[src/rtl/parity_step_counter.sv]
// Even/odd/binary up/down step counter with synchronous load, wrap pulse and parity status.
// A misaligned count (wrong parity for the mode) always takes a single +/-1 step to realign.
module parity_step_counter #(
    parameter int unsigned WIDTH   = 3,
    parameter int unsigned RST_VAL = 0
) (
    input  logic             clk,
    input  logic             rst,
    input  logic             en,
    input  logic             load,
    input  logic [WIDTH-1:0] load_val,
    input  logic [1:0]       mode,
    input  logic             dir,
    output logic [WIDTH-1:0] count,
    output logic             wrap,
    output logic             parity_ok
);

    typedef enum logic [1:0] {
        MODE_EVEN = 2'b00,
        MODE_ODD  = 2'b01,
        MODE_BIN  = 2'b10,
        MODE_HOLD = 2'b11
    } mode_e;

    typedef enum logic {
        ALIGNED    = 1'b0,
        MISALIGNED = 1'b1
    } align_e;

    localparam logic [WIDTH-1:0] RST_COUNT = WIDTH'(RST_VAL);
    localparam logic [WIDTH:0]   STEP_ONE  = {{(WIDTH-1){1'b0}}, 2'b01};
    localparam logic [WIDTH:0]   STEP_TWO  = {{(WIDTH-1){1'b0}}, 2'b10};

    function automatic logic parity_match(input logic lsb, input mode_e m);
        logic res;
        case (m)
            MODE_EVEN: res = (lsb == 1'b0);
            MODE_ODD:  res = (lsb == 1'b1);
            MODE_BIN:  res = 1'b1;
            MODE_HOLD: res = 1'b1;
            default:   res = 1'b1;
        endcase
        return res;
    endfunction

    mode_e            mode_s;
    align_e           align_s;
    logic [WIDTH:0]   step_s;
    logic [WIDTH:0]   sum_s;
    logic             advance_s;

    logic [WIDTH-1:0] count_q;
    logic [WIDTH-1:0] count_d;
    logic             wrap_q;
    logic             wrap_d;
    logic             parity_ok_q;
    logic             parity_ok_d;

    assign mode_s = mode_e'(mode);

    // Alignment of the current count against the requested parity.
    always_comb begin
        align_s = ALIGNED;
        case (mode_s)
            MODE_EVEN: align_s = count_q[0] ? MISALIGNED : ALIGNED;
            MODE_ODD:  align_s = count_q[0] ? ALIGNED : MISALIGNED;
            MODE_BIN:  align_s = ALIGNED;
            MODE_HOLD: align_s = ALIGNED;
            default:   align_s = ALIGNED;
        endcase
    end

    // Step size and one-bit-extended sum; the extra bit is the carry/borrow that flags a wrap.
    always_comb begin
        step_s = STEP_ONE;
        sum_s  = {1'b0, count_q};
        if ((mode_s == MODE_BIN) || (align_s == MISALIGNED)) begin
            step_s = STEP_ONE;
        end else begin
            step_s = STEP_TWO;
        end
        if (dir) begin
            sum_s = {1'b0, count_q} + step_s;
        end else begin
            sum_s = {1'b0, count_q} - step_s;
        end
    end

    assign advance_s = en && (mode_s != MODE_HOLD);

    // Next-state selection: load beats an enabled step, which beats hold.
    always_comb begin
        count_d     = count_q;
        wrap_d      = 1'b0;
        parity_ok_d = 1'b1;
        if (load) begin
            count_d = load_val;
            wrap_d  = 1'b0;
        end else if (advance_s) begin
            count_d = sum_s[WIDTH-1:0];
            wrap_d  = sum_s[WIDTH];
        end else begin
            count_d = count_q;
            wrap_d  = 1'b0;
        end
        parity_ok_d = parity_match(count_d[0], mode_s);
    end

    // State and output registers.
    always_ff @(posedge clk or negedge rst) begin
        if (!rst) begin
            count_q     <= RST_COUNT;
            wrap_q      <= 1'b0;
            parity_ok_q <= 1'b0;
        end else begin
            count_q     <= count_d;
            wrap_q      <= wrap_d;
            parity_ok_q <= parity_ok_d;
        end
    end

    assign count     = count_q;
    assign wrap      = wrap_q;
    assign parity_ok = parity_ok_q;

endmodule

[config.mk]
export PLATFORM = sky130hd
export DESIGN_NAME = parity_step_counter
export DESIGN_NICKNAME = d
export VERILOG_FILES = /design/src/rtl/parity_step_counter.sv
export SDC_FILE = /design/constraint.sdc
export NUM_CORES = 1
export LEC_CHECK = 0
export CAP_MARGIN = 20
export CORE_AREA = 2 2 39 41
export DETAILED_ROUTE_END_ITERATION = 8
export DIE_AREA = 0 0 41 43
export PLACE_DENSITY = 0.58
export SETUP_SLACK_MARGIN = 0.02
export SYNTH_ARGS = -nofsm -noshare
export SYNTH_HDL_FRONTEND = slang
export SYNTH_SLANG_ARGS = --single-unit
[constraint.sdc]
create_clock -name clk -period 4.2 [get_ports clk]
set_input_delay 1.26 -clock clk [delete_from_list [all_inputs] [get_ports clk]]
set_output_delay 1.26 -clock clk [all_outputs]
set_load 0.01 [all_outputs]
==> results of run 1 <==
worst max-delay path: stages:
cell	delay [ps]
clkdlybuf4s50_1	590
nor2_1	90
xnor2_1	250
ha_1	230
inv_1	60
fa_1	390
xnor2_1	140
mux2i_1	130
o21ai_1	70
metal layers:
layer	up-vias	wire length, um	global-route usage
met2	10	453	0.191
met4	0	0	0.0800
met3	0	29	0.0471
li1	186	-	-
met1	173	338	0.134
met5	-	0	0
power by group:
part | leakage [nW] | switching (mW) | internal, mW | total [mW]
Combinational | 0.173 | 0.0327 | 0.0406 | 0.0733
Clock | 0.0150 | 0.0205 | 0.0360 | 0.0564
Sequential | 0.0592 | 0.00467 | 0.0548 | 0.0595
final timing paths:
check                            end  slack [ps]  depth (start not counted)
max in group asynchronous   count[2]        2770                          1
setup / recovery            count[2]        1100                          9
min in group asynchronous  parity_ok        1240                          1
hold / removal              count[2]         580                          2
hold reg to reg             count[2]         580                          2
setup reg to reg            count[2]        2330                          8
area by class of cell:
| class | instances | share of cell area |
|---|---|---|
| Timing Repair Buffer | 14 | 0.243 |
| Multi-Input combinational cell | 33 | 0.433 |
| Sequential cell | 5 | 0.217 |
| Clock buffer | 4 | 0.0457 |
| Inverter | 4 | 0.0261 |
| Tap cell | 16 | 0.0348 |
state kept, by name (all words and copies together) (netlist names):
signal     cells
count          3
parity_ok      1
wrap           1
per-stage QoR:
stage | std cells | hold slack (ps) | area, um^2 | util
2_1_floorplan | 43 | 606 | 394 | -
3_3_place_gp | 72 | 578 | 549 | 0.397
3_5_place_dp | 72 | 585 | 549 | 0.397
4_1_cts | 76 | 588 | 576 | 0.416
5_1_grt | 76 | 636 | 576 | 0.416
6_report | 76 | 583 | 576 | 0.416
kinds of logic after synthesis:
| logic type | after synthesis | share of synthesized area |
|---|---|---|
| and+or+nand+nor | 16 | 0.210 |
| AOI/OAI and AO/OA | 8 | 0.156 |
| buffers and inverters | 5 | 0.0508 |
| DFF | 5 | 0.317 |
| adders and majority gates | 4 | 0.146 |
| muxes | 3 | 0.0762 |
| xor gates and xnor gates | 2 | 0.0445 |
cell usage after synthesis, drive strengths merged:
master  number  area (um^2)
a21boi       1         11.3
inv          4         15.0
a21o         1         7.51
a21oi        1         5.00
and2         1         6.26
buf          1         5.00
o311ai       1         8.76
nand3b       1         7.51
fa           1         20.0
dfrtp        5          125
a31o         1         8.76
ha           3         37.5
nor4bb       1         10.0
nor3b        1         7.51
a211oi       2         15.0
nand2        5         18.8
nor3         1         5.00
xnor2        2         17.5
mux2i        3         30.0
nor2b        1         6.26
nor2         4         15.0
o21ai        1         5.00
nor4         1         6.26
==> metrics, run 1 <==
Max-cap violations 0; final hold viol count 0; Pwr per Cell Area 329 nW/um^2; RSZ-0062 raised after global routing false; final worst-path cycle share 0.737; Die X 41 um; TritonCTS Buffers 3; Final ANT Viol Nets 0; via count 369; initial antenna violation count 0; Slew HR 0.757; GR Overflow Total 0; P_leak 0.247 nW; post-CTS setup buffer count 0; startpoint types input port; worst slew pin tran 363 ps; Synthesized Nets 57; final clock skew 2.38 ps; initial core utilization 0.285; global-route wire length before repair 1440 um; crit path DAT 3210 ps; DRT Pass-1 Iters 2; Slew Viols, Final 0; Ys Warns 0; hold-fix buffers at CTS 0; commonest non-fill, non-tap cells in the layout clkdlybuf4s50_1, nand2_1, dfrtp_1, inv_1, nor2_1; I/O Buffers 14; Nets 75; full die area 1760 um^2; latest clock arrival within the worst-skew pair 240 ps; wirelength, routed 820 um; Syn Std Cell Area 394 um^2; CTS tree yes; Avg Inst Size Synth 9.17 um^2; status finished, final reports clean; Tot GR Track Use 0.124; DR vias/cell 4.86; Clock Tree Buf Depth 2; Register Area 125 um^2; Core Area 1380 um^2; ANT cells 0; Final min period 3100 ps; # DRC 0; WL/cell 10.8 um; Die Span Y 43 um; Place WS 829 ps; H-tree depth 1; critical path fanouts, max 6; Power Total 0.189 mW; setup violators final 0; largest net degree at the start of global routing 13; # fillers 144; post-synthesis cell count 43; commonest non-fill, non-tap cell in the layout clkdlybuf4s50_1; Clk pin slew, worst setup/hold paths 40 ps; clk sinks 5; CP Capture Type flop; cells resized by post-CTS repair 0; IO Count 15; slack of the critical path 1100 ps; origin of the critical flop-to-flop path count[0]; placed wire-length estimate 670 um; layout cells sized above 1 0.0667; CP startpoint mode[1]; vias in the first global route 371; Root Driver clkbuf_4; number of DRC markers in iteration 0 3; Crit Path Class in2reg; Synth cell types 23; worst IR drop on VDD 0.174 mV; worst min-delay path class reg2reg; P&R area growth vs syn 46.0%; fmax 323 MHz; RD Place Congestion 0.633; #FFs+latches synth 5; Rows 14; Total Neg Setup Slack 0 ps; Req. time, crit path 4310 ps; register area share after synthesis 0.317; area of the multi-input gates 249 um^2; Hold Startpoint count[2]
No activity file was read; power rests on OpenSTA's default activity.
==> inputs of run 2 (changes only) <==
--- a/config.mk
+++ b/config.mk
@@ -9,7 +9,7 @@
 export CORE_AREA = 2 2 39 41
 export DETAILED_ROUTE_END_ITERATION = 8
 export DIE_AREA = 0 0 41 43
-export PLACE_DENSITY = 0.58
+export PLACE_DENSITY = 0.6
 export SETUP_SLACK_MARGIN = 0.02
 export SYNTH_ARGS = -nofsm -noshare
 export SYNTH_HDL_FRONTEND = slang
==> constraint.sdc (replaced) <==
create_clock -name clk -period 2.6 [get_ports clk]
set_input_delay 0.78 -clock clk [delete_from_list [all_inputs] [get_ports clk]]
set_output_delay 0.78 -clock clk [all_outputs]
set_load 0.01 [all_outputs]
==> run 2 against run 1 <==
Critical path depth stayed put. Flip-flop and latch count stayed put. Die area stayed put. Critical endpoint is now count[1]. Global-route usage is 0.32 points lower. Clock power is 57% higher. Critical path type unchanged. Total power is 62% higher. First-iteration DRC count is 33% lower. Register-to-register slack worse by 1600 ps.
==> metrics, run 2 (synthesis results as in run 1) <==
status finished, final reports clean (unchanged); worst hold stages 2 (unchanged); Pwr per Cell Area 513 nW/um^2 (was 329 nW/um^2); r2r setup slk 760 ps (was 2330 ps); Die Span Y 43 um (unchanged); CTS tree yes (unchanged); P_leak 0.262 nW (was 0.247 nW); DR vias/cell 4.57 (was 4.86); latest clock arrival within the worst-skew pair 240 ps (about the same); number of DRC markers in iteration 0 2 (was 3); P&R area growth vs syn 51.7% (was 46.0%); ANT cells 0 (unchanged); H-tree depth 1 (unchanged); WP buf/inv 2 (unchanged); design area 598 um^2 (was 576 um^2); Max-cap violations 0 (unchanged); Crit-path slowest cell fa_1 (was clkdlybuf4s50_1); Root Driver clkbuf_4 (unchanged); Power Total 0.307 mW (was 0.189 mW); Req. time, crit path 2690 ps (was 4310 ps); # DRC 0 (unchanged); Placed Area 572 um^2 (was 549 um^2); full die area 1760 um^2 (unchanged); post-CTS setup buffer count 0 (unchanged); Final min period 2400 ps; fmax 416 MHz; Slew HR 0.777 (was 0.757); I/O Buffers 14 (unchanged); Final ANT Viol Nets 0 (unchanged); Total Neg Setup Slack 0 ps (unchanged); worst min-delay path class reg2reg (unchanged); final clock skew 2.76 ps (was 2.38 ps); sw frac 0.300 (was 0.306); Slowest Stage Delay on Critical Path 480 ps (was 590 ps); layout cells sized above 1 0.111 (was 0.0667); Non-Filler Instances 79 (was 76); cells resized by post-CTS repair 0 (unchanged); final hold viol count 0 (unchanged); Seq pwr share 0.315 (about the same); max reg flops 3 (unchanged); Core Area 1380 um^2 (unchanged); initial core utilization 0.285 (unchanged); WL/cell 10.8 um (about the same); Clk pwr share 0.288 (was 0.298); DRT Pass-1 Iters 2 (unchanged); critical path fanouts, max 3 (was 6); RSZ-0062 raised after global routing false (unchanged); Layout Utilization 0.432 (was 0.416); commonest non-fill, non-tap cell in the layout clkdlybuf4s50_1 (unchanged); crit path cell chain clkdlybuf4s50_1 -> nor2_1 -> xnor2_1 -> ha_1 -> inv_1 -> fa_1 -> nor2_1 -> nand2_1 -> o311ai_0 (was clkdlybuf4s50_1 -> nor2_1 -> xnor2_1 -> ha_1 -> inv_1 -> fa_1 -> xnor2_1 -> mux2i_1 -> o21ai_1); Tot GR Track Use 0.121 (was 0.124); setup violators final 0 (unchanged); RD Place Congestion 0.679 (was 0.633); largest net degree at the start of global routing 11 (was 13); global-route wire length before repair 1450 um (was 1440 um); Die X 41 um (unchanged); cell family with the largest share of critical-path delay adder cells (was buffers and inverters); dpl cells 75 (was 72); clk sinks 5 (unchanged); Comb power frac 0.397 (was 0.387); Rows 14 (unchanged); Crit Path Class in2reg (unchanged); startpoint types input port (unchanged); worst slew pin tran 333 ps (was 363 ps); IO Count 15 (unchanged); commonest non-fill, non-tap cells in the layout clkdlybuf4s50_1, nand2_1, dfrtp_1, inv_1, nor2_1 (unchanged); GR Overflow Total 0 (unchanged); Hold Path Sink count[2] (unchanged); switching power 0.0921 mW (was 0.0578 mW); worst IR drop on VDD 0.237 mV (was 0.174 mV); Clock Tree Buf Depth 2 (unchanged); Hold Startpoint count[2] (unchanged); via count 361 (was 369); initial antenna violation count 0 (unchanged); Clk pin slew, worst setup/hold paths 40 ps (about the same); final worst-path cycle share 0.924; Pint 0.215 mW (was 0.131 mW); wirelength, routed 853 um (was 820 um); vias in the first global route 356 (was 371); reg2reg path depth 8 (unchanged); placed wire-length estimate 701 um (was 670 um); crit path DAT 2490 ps (was 3210 ps); Slew Viols, Final 0 (unchanged); hold-fix buffers at CTS 0 (unchanged); origin of the critical flop-to-flop path count[0] (unchanged); TritonCTS Buffers 3 (unchanged); most used cell, CP nor2_1 (was xnor2_1); reg-to-reg endpoint count[1] (was count[2]); CP Capture Type flop (unchanged); Nets 78 (was 75)
==> run 2: cell type report <==
| type | count | area [um^2] |
|---|---|---|
| clock buffers | 4 | 26.3 |
| fillers | 136 | 786 |
| inverters | 4 | 15.0 |
| multi-input cells | 33 | 249 |
| flip-flops and latches | 5 | 125 |
| well taps | 16 | 20.0 |
| repair buffers | 17 | 163 |
==> run 2: power by group through the flow <==
stage               Combinational, mW  Sequential (mW)  Clock [mW]
CTS                             0.124           0.0969      0.0917
floorplan                      0.0628            0.102           0
global route                    0.137           0.0977      0.0974
global placement                0.121           0.0980           0
finish                          0.122           0.0966      0.0883
detailed placement              0.123           0.0980           0
==> run 2: worst register-to-register path: cells and delay by family (launching register included) <==
kind | cells | cell delay (ps)
xor gates and xnor gates | 1 | 170
and+or+nand+nor | 3 | 220
AOI/OAI and AO/OA | 1 | 110
adders and majority gates | 2 | 700
buffers and inverters | 1 | 60
DFF | 1 | 430
==> run 2: per-stage QoR <==
| step | setup slack (ps) | hold WS, ps |
|---|---|---|
| floorplan | 520 | 484 |
| global placement | -47.0 | 571 |
| detailed placement | -66.4 | 581 |
| CTS | 185 | 592 |
| global route | 41.7 | 624 |
| finish | 197 | 585 |
==> run 2: worst max-delay path by stage <==
| stage | cells past startpoint | from | slack [ps] | end |
|---|---|---|---|---|
| 2_1_floorplan | 8 | mode[1] | 520 | count[2] |
| 3_3_place_gp | 9 | mode[1] | -50 | count[1] |
| 3_5_place_dp | 9 | mode[1] | -70 | count[1] |
| 4_1_cts | 9 | mode[1] | 180 | count[1] |
| 5_1_grt | 9 | mode[1] | 40 | count[1] |
| 6_report | 9 | mode[1] | 200 | count[1] |
==> run 2: layer usage <==
layer  vias to the layer above  part of all wire  global-route usage
met1                       165              0.45               0.147
met4                         0                 0              0.0600
li1                        190                 -                   -
met5                         -                 0                   0
met3                         0             0.026              0.0157
met2                         6              0.52               0.197
